[config.mk]
export PLATFORM = sky130hd
export DESIGN_NAME = instruction_fetch
export DESIGN_NICKNAME = d
export VERILOG_FILES = /design/src/rtl/cpu_pkg.sv /design/src/rtl/program_counter.sv /design/src/rtl/instruction_fetch.sv
export SDC_FILE = /design/constraint.sdc
export NUM_CORES = 1
export LEC_CHECK = 0
export CAP_MARGIN = 30
export CORE_UTILIZATION = 35
export DETAILED_ROUTE_END_ITERATION = 10
export GPL_ROUTABILITY_DRIVEN = 0
export PLACE_DENSITY = 0.83
export SLEW_MARGIN = 15
export SYNTH_ARGS = -nofsm -noshare
export SYNTH_HDL_FRONTEND = slang
export SYNTH_HIERARCHICAL = 1
export SYNTH_SLANG_ARGS = --single-unit
[constraint.sdc]
create_clock -name clk -period 2 [get_ports clk]
set_clock_uncertainty 0.2 [all_clocks]
set_input_delay 0.4 -clock clk [delete_from_list [all_inputs] [get_ports clk]]
set_output_delay 0.4 -clock clk [all_outputs]
set_load 0.01 [all_outputs]
[src/rtl/cpu_pkg.sv]
// Shared CPU definitions: instruction format and fetch FSM state encoding.
// Used by the fetch unit and the instruction decoder.
package cpu_pkg;

    localparam int INSTR_W = 6;

    // Instruction fields: [5:2] opcode, [1:0] register address
    localparam int OP_MSB  = 5;
    localparam int OP_LSB  = 2;
    localparam int REG_MSB = 1;
    localparam int REG_LSB = 0;

    typedef enum logic [1:0] {
        FS_IDLE = 2'd0,
        FS_REQ  = 2'd1,
        FS_WAIT = 2'd2,
        FS_HOLD = 2'd3
    } fetch_state_t;

    function automatic logic [OP_MSB-OP_LSB:0] get_op(input logic [INSTR_W-1:0] instr);
        return instr[OP_MSB:OP_LSB];
    endfunction

    function automatic logic [REG_MSB-REG_LSB:0] get_reg(input logic [INSTR_W-1:0] instr);
        return instr[REG_MSB:REG_LSB];
    endfunction

endpackage

[src/rtl/program_counter.sv]
// Program counter register: synchronous reset, jump load, and increment
// that wraps silently modulo 2^ADDR_W.
module program_counter #(
    parameter int ADDR_W = 8
) (
    input  logic              clk,
    input  logic              rst,
    input  logic              load,
    input  logic [ADDR_W-1:0] load_addr,
    input  logic              inc,
    output logic [ADDR_W-1:0] pc
);

    // A load wins over an increment when both are requested
    always_ff @(posedge clk) begin
        if (rst) begin
            pc <= '0;
        end else if (load) begin
            pc <= load_addr;
        end else if (inc) begin
            pc <= pc + 1'b1;
        end
    end

endmodule

[src/rtl/instruction_fetch.sv]
// Fetch unit: reads instructions from a synchronous ROM and hands them to the
// decoder over a valid/ready handshake, with jump redirect and run/stop control.
module instruction_fetch #(
    parameter int ADDR_W  = 8,
    parameter int INSTR_W = cpu_pkg::INSTR_W
) (
    input  logic               clk,
    input  logic               rst,
    input  logic               run,
    output logic               mem_rd_en,
    output logic [ADDR_W-1:0]  mem_addr,
    input  logic [INSTR_W-1:0] mem_rdata,
    input  logic               jump_en,
    input  logic [ADDR_W-1:0]  jump_addr,
    output logic [INSTR_W-1:0] instruction,
    output logic               instr_valid,
    input  logic               instr_ready,
    output logic [ADDR_W-1:0]  pc
);

    import cpu_pkg::*;

    fetch_state_t state, next_state;
    logic         pc_load;
    logic         pc_inc;
    logic         capture;
    logic         valid_next;

    program_counter #(.ADDR_W(ADDR_W)) u_pc (
        .clk       (clk),
        .rst       (rst),
        .load      (pc_load),
        .load_addr (jump_addr),
        .inc       (pc_inc),
        .pc        (pc)
    );

    assign mem_addr = pc;

    always_ff @(posedge clk) begin
        if (rst) begin
            state       <= FS_IDLE;
            instruction <= '0;
            instr_valid <= 1'b0;
        end else begin
            state       <= next_state;
            instr_valid <= valid_next;
            if (capture) begin
                instruction <= mem_rdata;
            end
        end
    end

    // jump_en takes priority over run and instr_ready in every state
    always_comb begin
        next_state = state;
        pc_load    = 1'b0;
        pc_inc     = 1'b0;
        capture    = 1'b0;
        valid_next = instr_valid;
        mem_rd_en  = 1'b0;

        case (state)
            FS_IDLE: begin
                if (jump_en) begin
                    pc_load = 1'b1;
                end else if (run) begin
                    next_state = FS_REQ;
                end
            end
            FS_REQ: begin
                mem_rd_en = 1'b1;
                // Re-issuing from REQ leaves the stale read unused
                if (jump_en) begin
                    pc_load = 1'b1;
                end else begin
                    next_state = FS_WAIT;
                end
            end
            FS_WAIT: begin
                if (jump_en) begin
                    pc_load    = 1'b1;
                    next_state = FS_REQ;
                end else begin
                    capture    = 1'b1;
                    pc_inc     = 1'b1;
                    valid_next = 1'b1;
                    next_state = FS_HOLD;
                end
            end
            FS_HOLD: begin
                // A jump treats the held instruction as consumed
                if (jump_en) begin
                    pc_load    = 1'b1;
                    valid_next = 1'b0;
                    next_state = FS_REQ;
                end else if (instr_ready) begin
                    valid_next = 1'b0;
                    next_state = run ? FS_REQ : FS_IDLE;
                end
            end
            default: begin
                next_state = FS_IDLE;
            end
        endcase
    end

endmodule

==> qor.yml <==
run_status: "finished, final reports clean"
slew_headroom_pct: 80.0
yosysTopAreaCellShare_pct: 38.0
rsz0062_at_grt: "false"
cts_num_sinks: 17
fmax_mhz: 505
worst_pin_slew_ns: 0.299
setup_ws_ns: 0.0182
synth_nets: 119
clockPowerShare_pct: 25.2
hold_class: "flop to flop"
cts_tree: "done"
crit_chain: "clkdlybuf4s50_1 > nor3b_4 > or3b_1 > or4_1 > o211ai_1"
n_fill_cell: 215
crit_type: "primary input to flop"
ant_nets: 0
syn2layout_area_growth_pct: 48.6
root_buffer: "clkbuf_4"
p_per_area_nw_per_um2: 547
place_hpwl_um: 1550
crit_buf_inv: 1
clk_latency_ns: 0.29
swShare_pct: 26.5
maxCapViolCount: 0
synth_compound_area_share_pct: 13.7
io_buffers: 42
chipWidth_um: 52.6
io_pins: 43
drive_above_1_share_pct: 13.2
pwr-share-seq_pct: 52.5
vias: 829
wl_um: 2040
htreeDepth: 1
finalHoldViolCount: 0
gr-total-overflow: 0
peakVddDrop_mv: 0.358
synthXorXnorAreaFrac_pct: 3.91
cp_slowest_cell: "or4_1"
synth_cell_types: 31
ys_seq_elements: 17
via_per_inst: 5.05
ys.flop_type: "dfxtp_1"
final_cell_count_no_fill: 164
maxSlewViolCount: 0
synthTopCellsByArea: "dfxtp_1 38%, mux2i_1 8.9%, buf_4 7.5%, nor2_1 5.0%, xor2_1 3.9%"
core_area_um2: 2320
yosys.area_share.adder_pct: 1.40
grt_max_degree: 19
start_util_pct: 38.6
synth_top_family_by_area: "simple AND/OR/NAND/NOR gates"
placed_cells: 160
hold_slack_ns: 0.281
synthTopCellsByCount: "17 x dfxtp_1, 12 x nor2_1, 9 x buf_4"
gr-usage-all-layers_pct: 16.4
syn_area_um2: 896
yosys.area.top_type: "dfxtp_1"
syn_inst: 99
wire_per_inst_um: 12.4
synth.avg_cell_area_um2: 9.05
min_period_ns: 1.98
synth_edf_count: 0
critical_path_required_ns: 2.02
synthArstFlopShare_pct: 0
cp_max_fo: 2
first_pass_iters: 4
worstPathArrival_ns: 2.00
switching_power_uw: 193
p_leak_uw: 0.000496
setup_viol: 0
end_kind: "flop"
clockBufferDepth: 2
internal-power_uw: 535
yosys_warnings: 6
yosysMostFrequentCell: "dfxtp_1"
synthMuxAreaShare_pct: 10.2
grt_first_pass_wirelength_um: 3420
post-route-period-util_pct: 99.1
cts_buffers: 3
slowest_delay_ns: 0.49
ys_seq_area_share_pct: 38.0
drtIter0Drc: 8
yosys.area_share.simple_pct: 20.3
combPwrFrac_pct: 22.3
post-place-ws_ns: -0.284
cp_top_family: "simple AND/OR/NAND/NOR gates"
die_area_um2: 2770
drc: 0
start_kind: "primary input"
grt_pass1_vias: 807
fp-row-count: 17
nets: 157
clk_pin_slew_ns: 0.11
grt_antenna_before_repair: 0
diodes: 0
die_h_um: 52.6
==> layout make-up <==
type / count / area [um2] / share of cell area [%]
multi-input cells: 65 / 449 / 33.7
flip-flops and latches: 17 / 352 / 26.4
well taps: 28 / 35.0 / 2.63
clock buffers: 3 / 22.5 / 1.69
inverters: 4 / 15.0 / 1.13
repair buffers: 46 / 453 / 34.0
clock inverters: 1 / 5.00 / 0.376
==> path summary, 6_finish.rpt <==
path               start           to  slack [ns]  depth (start not counted)
max              jump_en   u_pc/pc[5]        0.02                          5
min          instr_valid  instr_valid        0.28                          2
max reg2reg     state[1]   u_pc/pc[5]        0.20                          4
min reg2reg  instr_valid  instr_valid        0.28                          2
==> layer usage <==
layer | GRT usage (%) | vias to the layer above | wire (um) | share of wire, %
li1 | - | 418 | - | -
met1 | 20.8 | 364 | 892 | 44
met2 | 27.2 | 45 | 976 | 48
met3 | 3.77 | 2 | 165 | 8.1
met4 | 5.26 | 0 | 6 | 0.29
met5 | 0 | - | 0 | 0
==> cells by family (layout without fill, tap and decap cells) <==
group	Yosys count	count (layout)
XOR/XNOR	4	4
multiplexers	9	9
AO/OA/AOI/OAI	18	18
AND/OR/NAND/NOR	33	33
buffers and inverters	17	54
flip-flops	17	17
adder cells (fa/ha/maj)	1	1
==> tightest hold or removal path, delay by kind of cell (launching register included) <==
family / cells / cell delay [ns]
AO/OA/AOI/OAI: 1 / 0.05
AND/OR/NAND/NOR: 1 / 0.06
flip-flops: 1 / 0.33
==> stage by stage <==
stage	instance area, um2	setup TNS (ns)	power, uW	util, %
after floorplan	902	0	463	-
after global placement	1290	-0.850	547	55.6
after detailed placement	1290	-1.09	552	55.6
after CTS	1320	0	738	56.9
after global routing	1330	0	770	57.4
final	1330	0	728	57.4
==> cell usage in the layout, fill, tap and decap left out, types with 3 or more instances in the layout <==
cell	netlist	routed
a211oi_1	3	3
a21oi_1	4	4
buf_4	9	4
clkbuf_4	0	3
clkdlybuf4s50_1	0	41
dfxtp_1	17	10
dfxtp_2	0	6
inv_1	4	4
mux2i_1	8	8
nand2_1	3	3
nand3_1	3	3
nand4_1	3	3
nor2_1	12	12
nor3b_1	3	3
o211ai_1	4	4
xor2_1	4	4
==> state kept, by name, indices dropped and copies added, names as in the netlist <==
signal / count
instr_valid: 1
u_pc/pc: 8
state: 2
instruction: 6
==> what timing repair did <==
item | 4_1_cts | 5_1_grt
buffers inserted | 0 | 0
resized for setup | 2 | 7
hold buffers | 0 | 0
setup endpoints to repair | 1 | 9
hold endpoints to repair | 0 | 0
==> power by group through the flow <==
| stage | registers [uW] | clock network (uW) | logic (uW) |
|---|---|---|---|
| 2_1_floorplan | 390 | 0 | 72.4 |
| 3_3_place_gp | 387 | 0 | 160 |
| 3_5_place_dp | 388 | 0 | 164 |
| 4_1_cts | 381 | 193 | 164 |
| 5_1_grt | 386 | 209 | 176 |
| 6_report | 382 | 184 | 162 |
Note: power is estimated with default switching activity, not from simulation.
